File: config.mk
export PLATFORM = sky130hd
export DESIGN_NAME = text_console_writer_flat
export DESIGN_NICKNAME = d
export VERILOG_FILES = /design/src/rtl/text_console_writer_pkg.sv /design/src/rtl/text_console_writer_if.sv /design/src/rtl/text_console_writer_cursor.sv /design/src/rtl/text_console_writer.sv /design/src/flat_wrapper.sv
export SDC_FILE = /design/constraint.sdc
export NUM_CORES = 1
export LEC_CHECK = 0
export BUFFER_PORTS_ARGS = -buffer_cell sky130_fd_sc_hd__buf_2
export CAP_MARGIN = 0
export CORE_UTILIZATION = 60
export CTS_CLUSTER_DIAMETER = 50
export DETAILED_ROUTE_END_ITERATION = 10
export PLACE_DENSITY = 0.84
export SLEW_MARGIN = 20
export SYNTH_ARGS = -nofsm -noshare
export SYNTH_HDL_FRONTEND = slang
export SYNTH_SLANG_ARGS = --single-unit
export TNS_END_PERCENT = 20
File: constraint.sdc
create_clock -name clk -period 6.3 [get_ports clk]
set_input_delay 0.63 -clock clk [delete_from_list [all_inputs] [get_ports clk]]
set_output_delay 0.63 -clock clk [all_outputs]
set_load 0.1 [all_outputs]
File: src/rtl/text_console_writer_pkg.sv
// Shared text-console geometry, control codes and FSM encoding for the
// character-RAM writer and the display side.
package text_console_writer_pkg;

  localparam int COLS   = 70;
  localparam int ROWS   = 30;
  localparam int CELLS  = COLS * ROWS;
  localparam int ADDR_W = 12;

  localparam logic [7:0] ASCII_BS = 8'h08;
  localparam logic [7:0] ASCII_LF = 8'h0A;
  localparam logic [7:0] ASCII_FF = 8'h0C;
  localparam logic [7:0] ASCII_CR = 8'h0D;

  localparam logic [7:0] PRINT_LO = 8'h20;
  localparam logic [7:0] PRINT_HI = 8'h7E;

  typedef enum logic [1:0] {
    ST_CLEAR = 2'd0,
    ST_IDLE  = 2'd1,
    ST_EXEC  = 2'd2
  } state_t;

  function automatic logic is_printable(input logic [7:0] c);
    return (c >= PRINT_LO) && (c <= PRINT_HI);
  endfunction

endpackage

File: src/rtl/text_console_writer_if.sv
// ASCII input stream: valid/ready handshake carrying one 8-bit code.
interface text_console_writer_if;
  logic       in_valid;
  logic [7:0] in_ascii;
  logic       in_ready;

  modport master (output in_valid, output in_ascii, input in_ready);
  modport slave  (input in_valid, input in_ascii, output in_ready);
endinterface

File: src/rtl/text_console_writer_cursor.sv
// Row/column cursor with wrap rules; the linear address is registered alongside
// the counters so it changes on the same edge as row/col.
module text_cursor #(
  parameter int COLS   = text_console_writer_pkg::COLS,
  parameter int ROWS   = text_console_writer_pkg::ROWS,
  parameter int ADDR_W = text_console_writer_pkg::ADDR_W
) (
  input  logic              clk,
  input  logic              reset,
  input  logic              i_advance,
  input  logic              i_retreat,
  input  logic              i_newline,
  input  logic              i_home,
  output logic [ADDR_W-1:0] o_addr
);

  localparam int CW = (COLS > 1) ? $clog2(COLS) : 1;
  localparam int RW = (ROWS > 1) ? $clog2(ROWS) : 1;

  logic [CW-1:0]     r_col, w_col_n;
  logic [RW-1:0]     r_row, w_row_n;
  logic [ADDR_W-1:0] r_addr;
  logic [ADDR_W-1:0] w_addr_n;

  always_comb begin
    w_col_n = r_col;
    w_row_n = r_row;
    if (i_home) begin
      w_col_n = '0;
      w_row_n = '0;
    end else if (i_advance) begin
      if (r_col == CW'(COLS - 1)) begin
        w_col_n = '0;
        w_row_n = (r_row == RW'(ROWS - 1)) ? '0 : r_row + RW'(1);
      end else begin
        w_col_n = r_col + CW'(1);
      end
    end else if (i_newline) begin
      w_col_n = '0;
      w_row_n = (r_row == RW'(ROWS - 1)) ? '0 : r_row + RW'(1);
    end else if (i_retreat) begin
      // Retreat from cell 0 is a no-op; otherwise cross into the previous row.
      if (r_col != '0) begin
        w_col_n = r_col - CW'(1);
      end else if (r_row != '0) begin
        w_col_n = CW'(COLS - 1);
        w_row_n = r_row - RW'(1);
      end else begin
        w_col_n = r_col;
      end
    end else begin
      w_col_n = r_col;
    end
    w_addr_n = ADDR_W'(w_row_n) * ADDR_W'(COLS) + ADDR_W'(w_col_n);
  end

  always_ff @(posedge clk) begin
    if (reset) begin
      r_col  <= '0;
      r_row  <= '0;
      r_addr <= '0;
    end else begin
      r_col  <= w_col_n;
      r_row  <= w_row_n;
      r_addr <= w_addr_n;
    end
  end

  assign o_addr = r_addr;

endmodule

File: src/rtl/text_console_writer.sv
// Writer for the text-mode character RAM port B: clears the screen, then
// applies accepted ASCII codes (printable, CR/LF, BS, FF) at the cursor.
module text_console_writer #(
  parameter int COLS   = text_console_writer_pkg::COLS,
  parameter int ROWS   = text_console_writer_pkg::ROWS,
  parameter int ADDR_W = text_console_writer_pkg::ADDR_W
) (
  input  logic                  clk,
  input  logic                  reset,
  text_console_writer_if.slave  i_stream,
  output logic [ADDR_W-1:0]     ram_addr,
  output logic [7:0]            ram_data,
  output logic                  ram_wren,
  output logic [ADDR_W-1:0]     cursor,
  output logic                  busy
);

  import text_console_writer_pkg::*;

  localparam int N_CELLS = COLS * ROWS;
  localparam int SW_W    = ADDR_W + 1;

  state_t            r_state;
  logic [SW_W-1:0]   r_sweep;
  logic [7:0]        r_code;
  logic [ADDR_W-1:0] r_ram_addr;
  logic [7:0]        r_ram_data;
  logic              r_ram_wren;
  logic              r_ready;
  logic              r_busy;

  logic              w_adv, w_ret, w_nl, w_home;
  logic [ADDR_W-1:0] w_cursor;

  // Cursor motion is applied on the EXEC->IDLE edge from the latched code.
  always_comb begin
    w_adv  = 1'b0;
    w_ret  = 1'b0;
    w_nl   = 1'b0;
    w_home = 1'b0;
    if (r_state == ST_EXEC) begin
      if (is_printable(r_code)) begin
        w_adv = 1'b1;
      end else if ((r_code == ASCII_CR) || (r_code == ASCII_LF)) begin
        w_nl = 1'b1;
      end else if (r_code == ASCII_BS) begin
        w_ret = 1'b1;
      end else if (r_code == ASCII_FF) begin
        w_home = 1'b1;
      end else begin
        w_home = 1'b0;
      end
    end else begin
      w_adv = 1'b0;
    end
  end

  text_cursor #(.COLS(COLS), .ROWS(ROWS), .ADDR_W(ADDR_W)) u_cursor (
    .clk       (clk),
    .reset     (reset),
    .i_advance (w_adv),
    .i_retreat (w_ret),
    .i_newline (w_nl),
    .i_home    (w_home),
    .o_addr    (w_cursor)
  );

  // Main FSM; the RAM write is registered at acceptance so it appears in EXEC.
  always_ff @(posedge clk) begin
    if (reset) begin
      r_state    <= ST_CLEAR;
      r_sweep    <= '0;
      r_code     <= 8'h00;
      r_ram_addr <= '0;
      r_ram_data <= 8'h00;
      r_ram_wren <= 1'b0;
      r_ready    <= 1'b0;
      r_busy     <= 1'b1;
    end else begin
      case (r_state)
        ST_CLEAR: begin
          r_ram_data <= 8'h00;
          if (r_sweep == SW_W'(N_CELLS)) begin
            r_state    <= ST_IDLE;
            r_ram_wren <= 1'b0;
            r_ram_addr <= '0;
            r_ready    <= 1'b1;
            r_busy     <= 1'b0;
          end else begin
            r_ram_wren <= 1'b1;
            r_ram_addr <= r_sweep[ADDR_W-1:0];
            r_sweep    <= r_sweep + SW_W'(1);
          end
        end
        ST_IDLE: begin
          if (i_stream.in_valid && r_ready) begin
            r_code  <= i_stream.in_ascii;
            r_state <= ST_EXEC;
            r_ready <= 1'b0;
            if (is_printable(i_stream.in_ascii)) begin
              r_ram_wren <= 1'b1;
              r_ram_addr <= w_cursor;
              r_ram_data <= i_stream.in_ascii;
            end else if ((i_stream.in_ascii == ASCII_BS) && (w_cursor != '0)) begin
              r_ram_wren <= 1'b1;
              r_ram_addr <= w_cursor - ADDR_W'(1);
              r_ram_data <= 8'h00;
            end else begin
              r_ram_wren <= 1'b0;
            end
          end
        end
        ST_EXEC: begin
          r_ram_wren <= 1'b0;
          r_ram_addr <= '0;
          r_ram_data <= 8'h00;
          if (r_code == ASCII_FF) begin
            r_state <= ST_CLEAR;
            r_sweep <= '0;
            r_busy  <= 1'b1;
            r_ready <= 1'b0;
          end else begin
            r_state <= ST_IDLE;
            r_ready <= 1'b1;
          end
        end
        default: begin
          r_state    <= ST_CLEAR;
          r_sweep    <= '0;
          r_ram_wren <= 1'b0;
          r_ready    <= 1'b0;
          r_busy     <= 1'b1;
        end
      endcase
    end
  end

  assign i_stream.in_ready = r_ready;
  assign ram_addr          = r_ram_addr;
  assign ram_data          = r_ram_data;
  assign ram_wren          = r_ram_wren;
  assign cursor            = w_cursor;
  assign busy              = r_busy;

endmodule

File: src/flat_wrapper.sv
// flat-port wrapper written by rule: the top's interface ports become plain ports
module text_console_writer_flat import text_console_writer_pkg::*;
#(
  parameter int COLS   = text_console_writer_pkg::COLS,
  parameter int ROWS   = text_console_writer_pkg::ROWS,
  parameter int ADDR_W = text_console_writer_pkg::ADDR_W
)
  (clk, reset, ram_addr, ram_data, ram_wren, cursor, busy, i_stream_in_valid, i_stream_in_ascii, i_stream_in_ready);
  text_console_writer_if i_stream_i ();
  input  logic clk;
  input  logic reset;
  output logic [ADDR_W-1:0] ram_addr;
  output logic [7:0] ram_data;
  output logic ram_wren;
  output logic [ADDR_W-1:0] cursor;
  output logic busy;
  input wire logic [$bits(i_stream_i.in_valid)-1:0] i_stream_in_valid;
  input wire logic [$bits(i_stream_i.in_ascii)-1:0] i_stream_in_ascii;
  output wire logic [$bits(i_stream_i.in_ready)-1:0] i_stream_in_ready;
  assign i_stream_i.in_valid = i_stream_in_valid;
  assign i_stream_i.in_ascii = i_stream_in_ascii;
  assign i_stream_in_ready = i_stream_i.in_ready;
  text_console_writer #(.COLS(COLS), .ROWS(ROWS), .ADDR_W(ADDR_W)) u_core (.clk(clk), .reset(reset), .i_stream(i_stream_i), .ram_addr(ram_addr), .ram_data(ram_data), .ram_wren(ram_wren), .cursor(cursor), .busy(busy));
endmodule
==> results of run 1 <==
synthesized netlist by cell type (all sizes together), types with 17 or more instances:
cell type / count / area (um^2)
a211oi: 18 / 135
a21oi: 37 / 189
clkbuf: 20 / 75.1
dfxtp: 69 / 1380
ha: 32 / 400
inv: 18 / 67.6
nand2: 31 / 116
nand3: 21 / 118
nor2: 90 / 338
nor3: 17 / 101
xnor2: 17 / 149
xor2: 17 / 149
state kept, by name (all words and copies together), names as in the netlist:
signal,flops
u_core.r_sweep,13
u_core.ram_addr,12
u_core.u_cursor.o_addr,11
u_core.r_code,8
u_core.ram_data,8
u_core.u_cursor.r_col,7
u_core.u_cursor.r_row,5
u_core.r_state,2
u_core.busy,1
u_core.i_stream.in_ready,1
u_core.ram_wren,1
metrics by stage:
| step | instance area, um^2 | setup WS (ns) | hold WS, ns | utilization [%] |
|---|---|---|---|---|
| after floorplan | 4610 | 1.72 | 0.471 | - |
| after global placement | 4870 | 1.07 | 0.432 | 66.5 |
| after detailed placement | 4870 | 0.919 | 0.444 | 66.5 |
| after CTS | 5080 | 0.876 | 0.463 | 69.3 |
| after global routing | 5080 | 0.447 | 0.478 | 69.3 |
| final | 5080 | 0.850 | 0.465 | 69.3 |
layout make-up:
type | instances | area [um^2] | area share, %
clock buffer | 10 | 138 | 2.71
tap | 99 | 124 | 2.44
multi-input combinational | 452 | 3060 | 60.2
clock inverter | 6 | 70.1 | 1.38
sequential | 69 | 1380 | 27.2
inverter | 18 | 67.6 | 1.33
timing repair buffer | 47 | 240 | 4.73
cell families (layout without fill, tap and decap cells):
family,Yosys count,in the layout
simple gates,246,246
mux,11,11
xor+xnor,34,34
fa+ha+maj,34,34
flops,69,69
compound gates,127,127
buf+inv,44,81
routing by layer:
layer / share of wire, % / vias to the layer above / GRT usage [%]
li1: - / 2102 / -
met1: 42 / 1991 / 36.5
met2: 49 / 174 / 51.9
met3: 6.0 / 35 / 5.03
met4: 3.2 / 0 / 12.4
met5: 0 / - / 0
how the worst max path moves through the flow:
stage,start,to,slack [ns],cells after the start
detailed placement,u_core.r_state[0],u_core.u_cursor.o_addr[11],0.92,18
global route,u_core.r_state[0],u_core.u_cursor.o_addr[11],0.45,19
floorplan,u_core.r_state[0],u_core.u_cursor.o_addr[11],1.72,18
global placement,u_core.r_state[0],u_core.u_cursor.o_addr[11],1.07,18
CTS,u_core.r_state[0],u_core.u_cursor.o_addr[11],0.88,18
finish,u_core.r_state[0],u_core.u_cursor.o_addr[11],0.85,19
power by group:
| group | leakage (nW) | switching (mW) | total [mW] | internal (mW) |
|---|---|---|---|---|
| sequential | 0.557 | 0.00437 | 0.444 | 0.439 |
| combinational | 1.55 | 0.0372 | 0.0509 | 0.0138 |
| clock | 0.0951 | 0.186 | 0.382 | 0.196 |
| total | 2.21 | 0.228 | 0.876 | 0.649 |
==> impl_metrics.env, run 1 <==
export IMPL_final_cell_mix="nor2_1, dfxtp_1, buf_2"
export IMPL_skew_ns=0.0106
export IMPL_routed_wl_mm=11.5
export IMPL_antenna_cells=0
export IMPL_fin_crit_sh_pct=86.5
export IMPL_power_mw=0.876
export IMPL_yosys_warnings=0
export IMPL_drc=0
export IMPL_clk_path_buf_depth=2
export IMPL_worst_r2r_setup_slack_ns=0.85
export IMPL_clock_root_buffer="clkbuf_8"
export IMPL_grt_pass1_wl_mm=18.3
export IMPL_worst_slew_pin_slew_ns=1.03
export IMPL_synth_xor_xnor_area_share_pct=6.46
export IMPL_setup_viol=0
export IMPL_htreeDepth=3
export IMPL_holdPathEnd="u_core.busy"
export IMPL_setup_tns_ns=0
export IMPL_stdcell_count=701
export IMPL_slowest_delay_ns=0.49
export IMPL_seq_area_frac_synth_pct=30.0
export IMPL_synth_edf_count=0
export IMPL_io_buffers=45
export IMPL_fmax_ghz=0.183
export IMPL_reg2reg_from="u_core.r_state[0]"
export IMPL_crit_type="reg2reg"
export IMPL_rsz0062_at_grt="no"
export IMPL_netlist_area_um2=4610
export IMPL_ctsHoldBuffers=0
export IMPL_nets=642
export IMPL_synth_simple_area_share_pct=28.6
export IMPL_async_flop_share_pct=0
export IMPL_ys_flop_type="dfxtp_1"
export IMPL_via_per_inst=6.14
export IMPL_grt_max_degree=53
export IMPL_cts_setup_buffers=0
export IMPL_syn_to_final_growth_pct=10.1
export IMPL_reg2reg_to="u_core.u_cursor.o_addr[11]"
export IMPL_grtUsageTotal_pct=29.8
export IMPL_timing_critical_path_mode_cell="ha_1"
export IMPL_synth_mux_area_share_pct=2.41
export IMPL_wire_per_inst_um=16.4
export IMPL_avgSynthCellArea_um2=8.16
export IMPL_drv_cap=0
export IMPL_ant_nets=0
export IMPL_path_max_fanout=12
export IMPL_ctsResizeCount=0
export IMPL_antenna_found_initial=0
export IMPL_placed_cells=685
export IMPL_die_area_um2=8040
export IMPL_initial_utilization_pct=62.9
export IMPL_crit_required_ns=6.59
export IMPL_synth_compound_area_share_pct=19.2
export IMPL_p_per_area_nw_per_um2=172
export IMPL_path_clk_slew_ns=0.08
export IMPL_drtIter0Drc=247
export IMPL_path_buf_inv=2
export IMPL_cts_tree="yes"
export IMPL_maxSlewViolCount=0
export IMPL_gp_congestion=0.950
export IMPL_p_leak_nw=2.21
export IMPL_ios=46
export IMPL_grt_ovfl_total=0
export IMPL_drive_gt1_share_pct=14.5
export IMPL_relSlewSlack_pct=31.5
export IMPL_final_common_cell="nor2_1"
export IMPL_core_rowCount=31
export IMPL_critPathLaunchType="flop"
export IMPL_dr_pass1_iters=5
export IMPL_hp_class="reg2reg"
export IMPL_coreArea_um2=7330
export IMPL_syn_nets=610
export IMPL_vias=4302
export IMPL_clock_sinks=69
export IMPL_die_w_um=89.7
export IMPL_synth_fa_ha_area_share_pct=9.55
export IMPL_worst_path_max_delay_cell="ha_1"
export IMPL_cts_buffers=9
export IMPL_rr_worst_depth=19
export IMPL_min_from="u_core.busy"
export IMPL_crit_family="adder cells"
export IMPL_peakVddDrop_uv=103
export IMPL_end_kind="flop"
export IMPL_synth_seq_cells=69
export IMPL_grt_pass1_vias=3882
export IMPL_yosys_cell_types_count=74
export IMPL_hold_depth=1
export IMPL_nFillCells=585
export IMPL_status="complete, no violations"
export IMPL_fin_crit_ns=5.45
export IMPL_clk_latency_ns=0.35
export IMPL_hold_violations=0
export IMPL_hpwl_mm=8.65
export IMPL_synth_top_family_by_area="simple AND/OR/NAND/NOR gates"
export IMPL_cp_cell_sequence="inv_1, ha_1, inv_2, or3_1, nor2_1, nand3_1, a21oi_2, ha_1, ha_1, ha_1, xor2_1, ha_1, o21ai_0, o21bai_1, a21oi_1, a211oi_1, nand4_1, or3_1, nand4_1"
export IMPL_fp_dieH_um=89.7
export IMPL_cp_arrival_ns=5.74
export IMPL_syn_inst=565
(Power assumes the default switching activity.)
==> run 2: changes to the inputs <==
Settings changed: CORE_UTILIZATION 60 to 40, PLACE_DENSITY 0.84 to 0.61.
==> impl_metrics.env, run 2 (synthesis gave the netlist of run 1 again) <==
export IMPL_drtIter0Drc=279
export IMPL_hpwl_mm=8.85
export IMPL_rsz0062_at_grt="no"
export IMPL_worst_path_max_delay_cell="ha_1"
export IMPL_endpoint="u_core.u_cursor.o_addr[11]"
export IMPL_final_area_um2=5290
export IMPL_peakVddDrop_uv=142
export IMPL_drive_gt1_share_pct=14.6
export IMPL_critPathLaunchType="flop"
export IMPL_final_cell_mix="nor2_1, dfxtp_1, buf_2"
export IMPL_crit_start="u_core.r_state[0]"
export IMPL_initial_utilization_pct=41.8
export IMPL_skew_ns=0.00769
export IMPL_wire_per_inst_um=15.6
export IMPL_grtUsageTotal_pct=21.0
export IMPL_path_clk_slew_ns=0.06
export IMPL_final_common_cell="nor2_1"
export IMPL_setup_tns_ns=0
export IMPL_antenna_found_initial=0
export IMPL_fin_crit_sh_pct=86.7
export IMPL_hp_class="reg2reg"
export IMPL_nets=644
export IMPL_layout_setup_ws_ns=0.839
export IMPL_crit_required_ns=6.57
export IMPL_ant_nets=0
export IMPL_routed_wl_mm=11.6
export IMPL_worst_r2r_setup_slack_ns=0.84
export IMPL_path_max_fanout=12
export IMPL_ctsHoldBuffers=0
export IMPL_setup_viol=0
export IMPL_gp_congestion=0.903
export IMPL_relSlewSlack_pct=44.3
export IMPL_regMostFlops="u_core.r_sweep"
export IMPL_largest_register_ffs=13
export IMPL_met1_length_mm=5.67
export IMPL_syn_to_final_growth_pct=14.7
export IMPL_top_layer="met4"
export IMPL_antenna_cells=0
export IMPL_power_mw=1.08
export IMPL_grt_pass1_wl_mm=19.3
export IMPL_crit_type="reg2reg"
export IMPL_wl_met2_mm=5.11
export IMPL_die_w_um=109
export IMPL_crit_family="adder cells"
export IMPL_cts_tree="yes"
export IMPL_dp_slack_ns=0.912
export IMPL_cts_setup_buffers=0
export IMPL_ctsResizeCount=0
export IMPL_hold_violations=0
export IMPL_io_buffers=45
export IMPL_grt_max_degree=53
export IMPL_end_kind="flop"
export IMPL_path_buf_inv=2
export IMPL_vias=4186
export IMPL_grt_pass1_vias=4014
export IMPL_status="complete, no violations"
export IMPL_nFillCells=1094
export IMPL_drv_cap=0
export IMPL_clk_latency_ns=0.34
export IMPL_maxSlewViolCount=0
export IMPL_cp_arrival_ns=5.73
export IMPL_fp_dieH_um=109
export IMPL_die_area_um2=12000
export IMPL_clock_sinks=69
export IMPL_p_leak_nw=2.29
export IMPL_cp_cell_sequence="inv_1, ha_1, inv_2, or3_1, nor2_1, nand3_1, a21oi_2, ha_1, ha_1, ha_1, a31oi_1, xor2_1, ha_1, a21oi_1, a211oi_1, nand4_1, or3_1, nand4_1"
export IMPL_crit_cells=18
export IMPL_htreeDepth=3
export IMPL_clk_path_buf_depth=2
export IMPL_dpl_cell_area_um2=4940
export IMPL_coreArea_um2=11000
export IMPL_p_per_area_nw_per_um2=205
export IMPL_reg2reg_from="u_core.r_state[0]"
export IMPL_slowest_delay_ns=0.52
export IMPL_cts_buffers=9
export IMPL_grt_ovfl_total=0
export IMPL_drc=0
export IMPL_core_rowCount=38
export IMPL_ios=46
export IMPL_wl_met3_um=609
export IMPL_fmax_ghz=0.183
export IMPL_reg2reg_to="u_core.u_cursor.o_addr[11]"
export IMPL_rr_worst_depth=18
export IMPL_via_per_inst=5.63
export IMPL_fin_crit_ns=5.46
export IMPL_dr_pass1_iters=4
export IMPL_clock_root_buffer="clkbuf_16"
export IMPL_timing_critical_path_mode_cell="ha_1"
export IMPL_worst_slew_pin_slew_ns=0.833
[run 2: stage by stage]
| step | instances | utilization [%] | hold slack [ns] |
|---|---|---|---|
| 6_report | 744 | 47.9 | 0.453 |
| 2_1_floorplan | 565 | - | 0.471 |
| 3_5_place_dp | 728 | 44.8 | 0.444 |
| 4_1_cts | 744 | 47.9 | 0.457 |
| 3_3_place_gp | 728 | 44.8 | 0.433 |
| 5_1_grt | 744 | 47.9 | 0.475 |
[run 2: routing by layer]
layer	GRT usage (%)	up-vias
met1	28.3	1934
met3	3.73	19
li1	-	2114
met2	32.3	119
met4	10.1	0
met5	0	-
[run 2: cell type report]
cell class                      instances  area [um^2]  share of cell area [%]
Clock buffer                           11          243                    4.59
Clock inverter                          5          108                    2.03
Inverter                               18         67.6                    1.28
Multi-Input combinational cell        452         3060                    57.8
Sequential cell                        69         1380                    26.1
Tap cell                              140          175                    3.31
Timing Repair Buffer                   49          255                    4.83
[run 2: worst min path at each step]
stage / from / to / slack (ns) / cells past startpoint
2_1_floorplan: u_core.r_sweep[12] / u_core.r_sweep[12] / 0.47 / 2
3_3_place_gp: u_core.busy / u_core.busy / 0.43 / 1
3_5_place_dp: u_core.busy / u_core.busy / 0.44 / 1
4_1_cts: u_core.busy / u_core.busy / 0.46 / 1
5_1_grt: u_core.ram_data[2] / u_core.ram_data[2] / 0.47 / 2
6_report: u_core.busy / u_core.busy / 0.45 / 1
[run 2: worst register-to-register path: cells and delay by family (launching register included)]
kind,cells,cell delay [ns]
adders and majority gates,5,1.83
and+or+nand+nor,6,1.73
AOI/OAI and AO/OA,4,1.16
DFF,1,0.32
buffers and inverters,2,0.23
xor gates and xnor gates,1,0.12
[run 2: report_power, final]
part	internal, mW	switching, mW	leakage, nW
clock network	0.399	0.191	0.170
logic	0.0141	0.0369	1.56
registers	0.440	0.00406	0.557
total	0.853	0.232	2.29
==> run 3: changes to the inputs <==
Settings changed: SLEW_MARGIN 20 to default.
Clock period 6.3 ns to 7 ns, I/O delays scaled along.
==> impl_metrics.env, run 3 (synthesis gave the netlist of run 1 again) <==
export IMPL_io_buffers=45
export IMPL_final_cell_mix="nor2_1, dfxtp_1, buf_2"
export IMPL_nFillCells=1071
export IMPL_hold_depth=1
export IMPL_vias=4232
export IMPL_initial_utilization_pct=41.8
export IMPL_coreArea_um2=11000
export IMPL_largest_register_ffs=13
export IMPL_cp_arrival_ns=5.72
export IMPL_clk_path_buf_depth=2
export IMPL_hpwl_mm=8.73
export IMPL_power_mw=0.933
export IMPL_cp_cell_sequence="inv_1, ha_1, inv_2, or3_1, nor2_1, nand3_1, a21oi_2, ha_1, ha_1, ha_1, a31oi_1, xor2_1, ha_1, a21oi_1, a211oi_1, nand4_1, or3_1, nand4_1"
export IMPL_critPathLaunchType="flop"
export IMPL_hold_ws_ns=0.460
export IMPL_gp_congestion=0.911
export IMPL_multi_input_area_um2=3060
export IMPL_crit_type="reg2reg"
export IMPL_end_kind="flop"
export IMPL_timing_critical_path_mode_cell="ha_1"
export IMPL_clock_root_buffer="clkbuf_16"
export IMPL_dr_pass1_iters=6
export IMPL_placed_cells=727
export IMPL_drc=0
export IMPL_relSlewSlack_pct=39.0
export IMPL_hp_class="reg2reg"
export IMPL_rsz0062_at_grt="no"
export IMPL_hold_violations=0
export IMPL_layout_setup_ws_ns=1.56
export IMPL_status="complete, no violations"
export IMPL_htreeDepth=3
export IMPL_ctsHoldBuffers=0
export IMPL_ant_nets=0
export IMPL_ctsResizeCount=0
export IMPL_maxSlewViolCount=0
export IMPL_slowest_delay_ns=0.50
export IMPL_path_max_fanout=12
export IMPL_regMostFlops="u_core.r_sweep"
export IMPL_routed_wl_mm=11.6
export IMPL_clock_sinks=69
export IMPL_fmax_ghz=0.184
export IMPL_clk_latency_ns=0.34
export IMPL_core_rowCount=38
export IMPL_crit_required_ns=7.27
export IMPL_setup_tns_ns=0
export IMPL_fp_dieH_um=109
export IMPL_worst_slew_pin_slew_ns=0.913
export IMPL_final_common_cell="nor2_1"
export IMPL_fin_crit_sh_pct=77.8
export IMPL_grt_pass1_wl_mm=19.1
export IMPL_dp_slack_ns=1.58
export IMPL_path_clk_slew_ns=0.06
export IMPL_regArea_um2=1380
export IMPL_grt_pass1_vias=3885
export IMPL_cts_tree="yes"
export IMPL_die_area_um2=12000
export IMPL_skew_ns=0.00497
export IMPL_setup_viol=0
export IMPL_p_leak_nw=2.27
export IMPL_wire_per_inst_um=15.6
export IMPL_nets=643
export IMPL_grtUsageTotal_pct=20.8
export IMPL_drive_gt1_share_pct=14.1
export IMPL_worst_path_max_delay_cell="ha_1"
export IMPL_rr_worst_depth=18
export IMPL_fin_crit_ns=5.44
export IMPL_grt_max_degree=53
export IMPL_p_per_area_nw_per_um2=178
export IMPL_stdcell_count=743
export IMPL_drtIter0Drc=259
export IMPL_grt_ovfl_total=0
export IMPL_die_w_um=109
export IMPL_ios=46
export IMPL_via_per_inst=5.70
export IMPL_cts_setup_buffers=0
export IMPL_antenna_cells=0
export IMPL_drv_cap=0
export IMPL_antenna_found_initial=0
export IMPL_peakVddDrop_uv=117
export IMPL_cts_buffers=9
export IMPL_syn_to_final_growth_pct=13.8
## run 3: changes by cell type in the layout (fill, tap and decap cells not counted), sizes merged
cell,before,now
buf,49,48
bufinv,3,2
clkbuf,11,13
clkinv,2,1
## run 3: area by class of cell
class | instances | area share (%)
sequential | 69 | 26.3
tap | 140 | 3.34
timing repair buffer | 48 | 4.72
clock inverter | 3 | 1.31
inverter | 18 | 1.29
multi-input combinational | 452 | 58.3
clock buffer | 13 | 4.77
## run 3: critical path: cells and delay by family (launching register included)
| kind | cells | cell delay [ns] |
|---|---|---|
| AO/OA/AOI/OAI | 4 | 1.18 |
| XOR/XNOR | 1 | 0.12 |
| adder cells (fa/ha/maj) | 5 | 1.81 |
| buffers and inverters | 2 | 0.23 |
| flip-flops | 1 | 0.33 |
| AND/OR/NAND/NOR | 6 | 1.72 |
## run 3: through the flow
step                      utilization [%]  instance area [um^2]
after floorplan                         -                  4610
after global placement               44.7                  4930
after detailed placement             44.7                  4930
after CTS                            47.6                  5250
after global routing                 47.6                  5250
final                                47.6                  5250
## run 3: power by group
part | switching, mW | internal [mW]
sequential | 0.00376 | 0.396
clock | 0.165 | 0.322
combinational | 0.0327 | 0.0126
total | 0.201 | 0.731
## run 3: path summary, 6_finish.rpt
check                          endpoint         startpoint  slack [ns]
max reg2reg  u_core.u_cursor.o_addr[11]  u_core.r_state[0]        1.56
min                         u_core.busy        u_core.busy        0.46
max          u_core.u_cursor.o_addr[11]  u_core.r_state[0]        1.56
min reg2reg                 u_core.busy        u_core.busy        0.46
## run 3: routing by layer
metal  vias up  GRT usage, %  wire, um  part of all wire, %
met5         -             0         0                    0
met4         0          8.95       224                  1.9
met3        16          3.26       578                  5.0
met2       134          32.2      5150                   44
met1      1982          28.6      5660                   49
li1       2100             -         -                    -
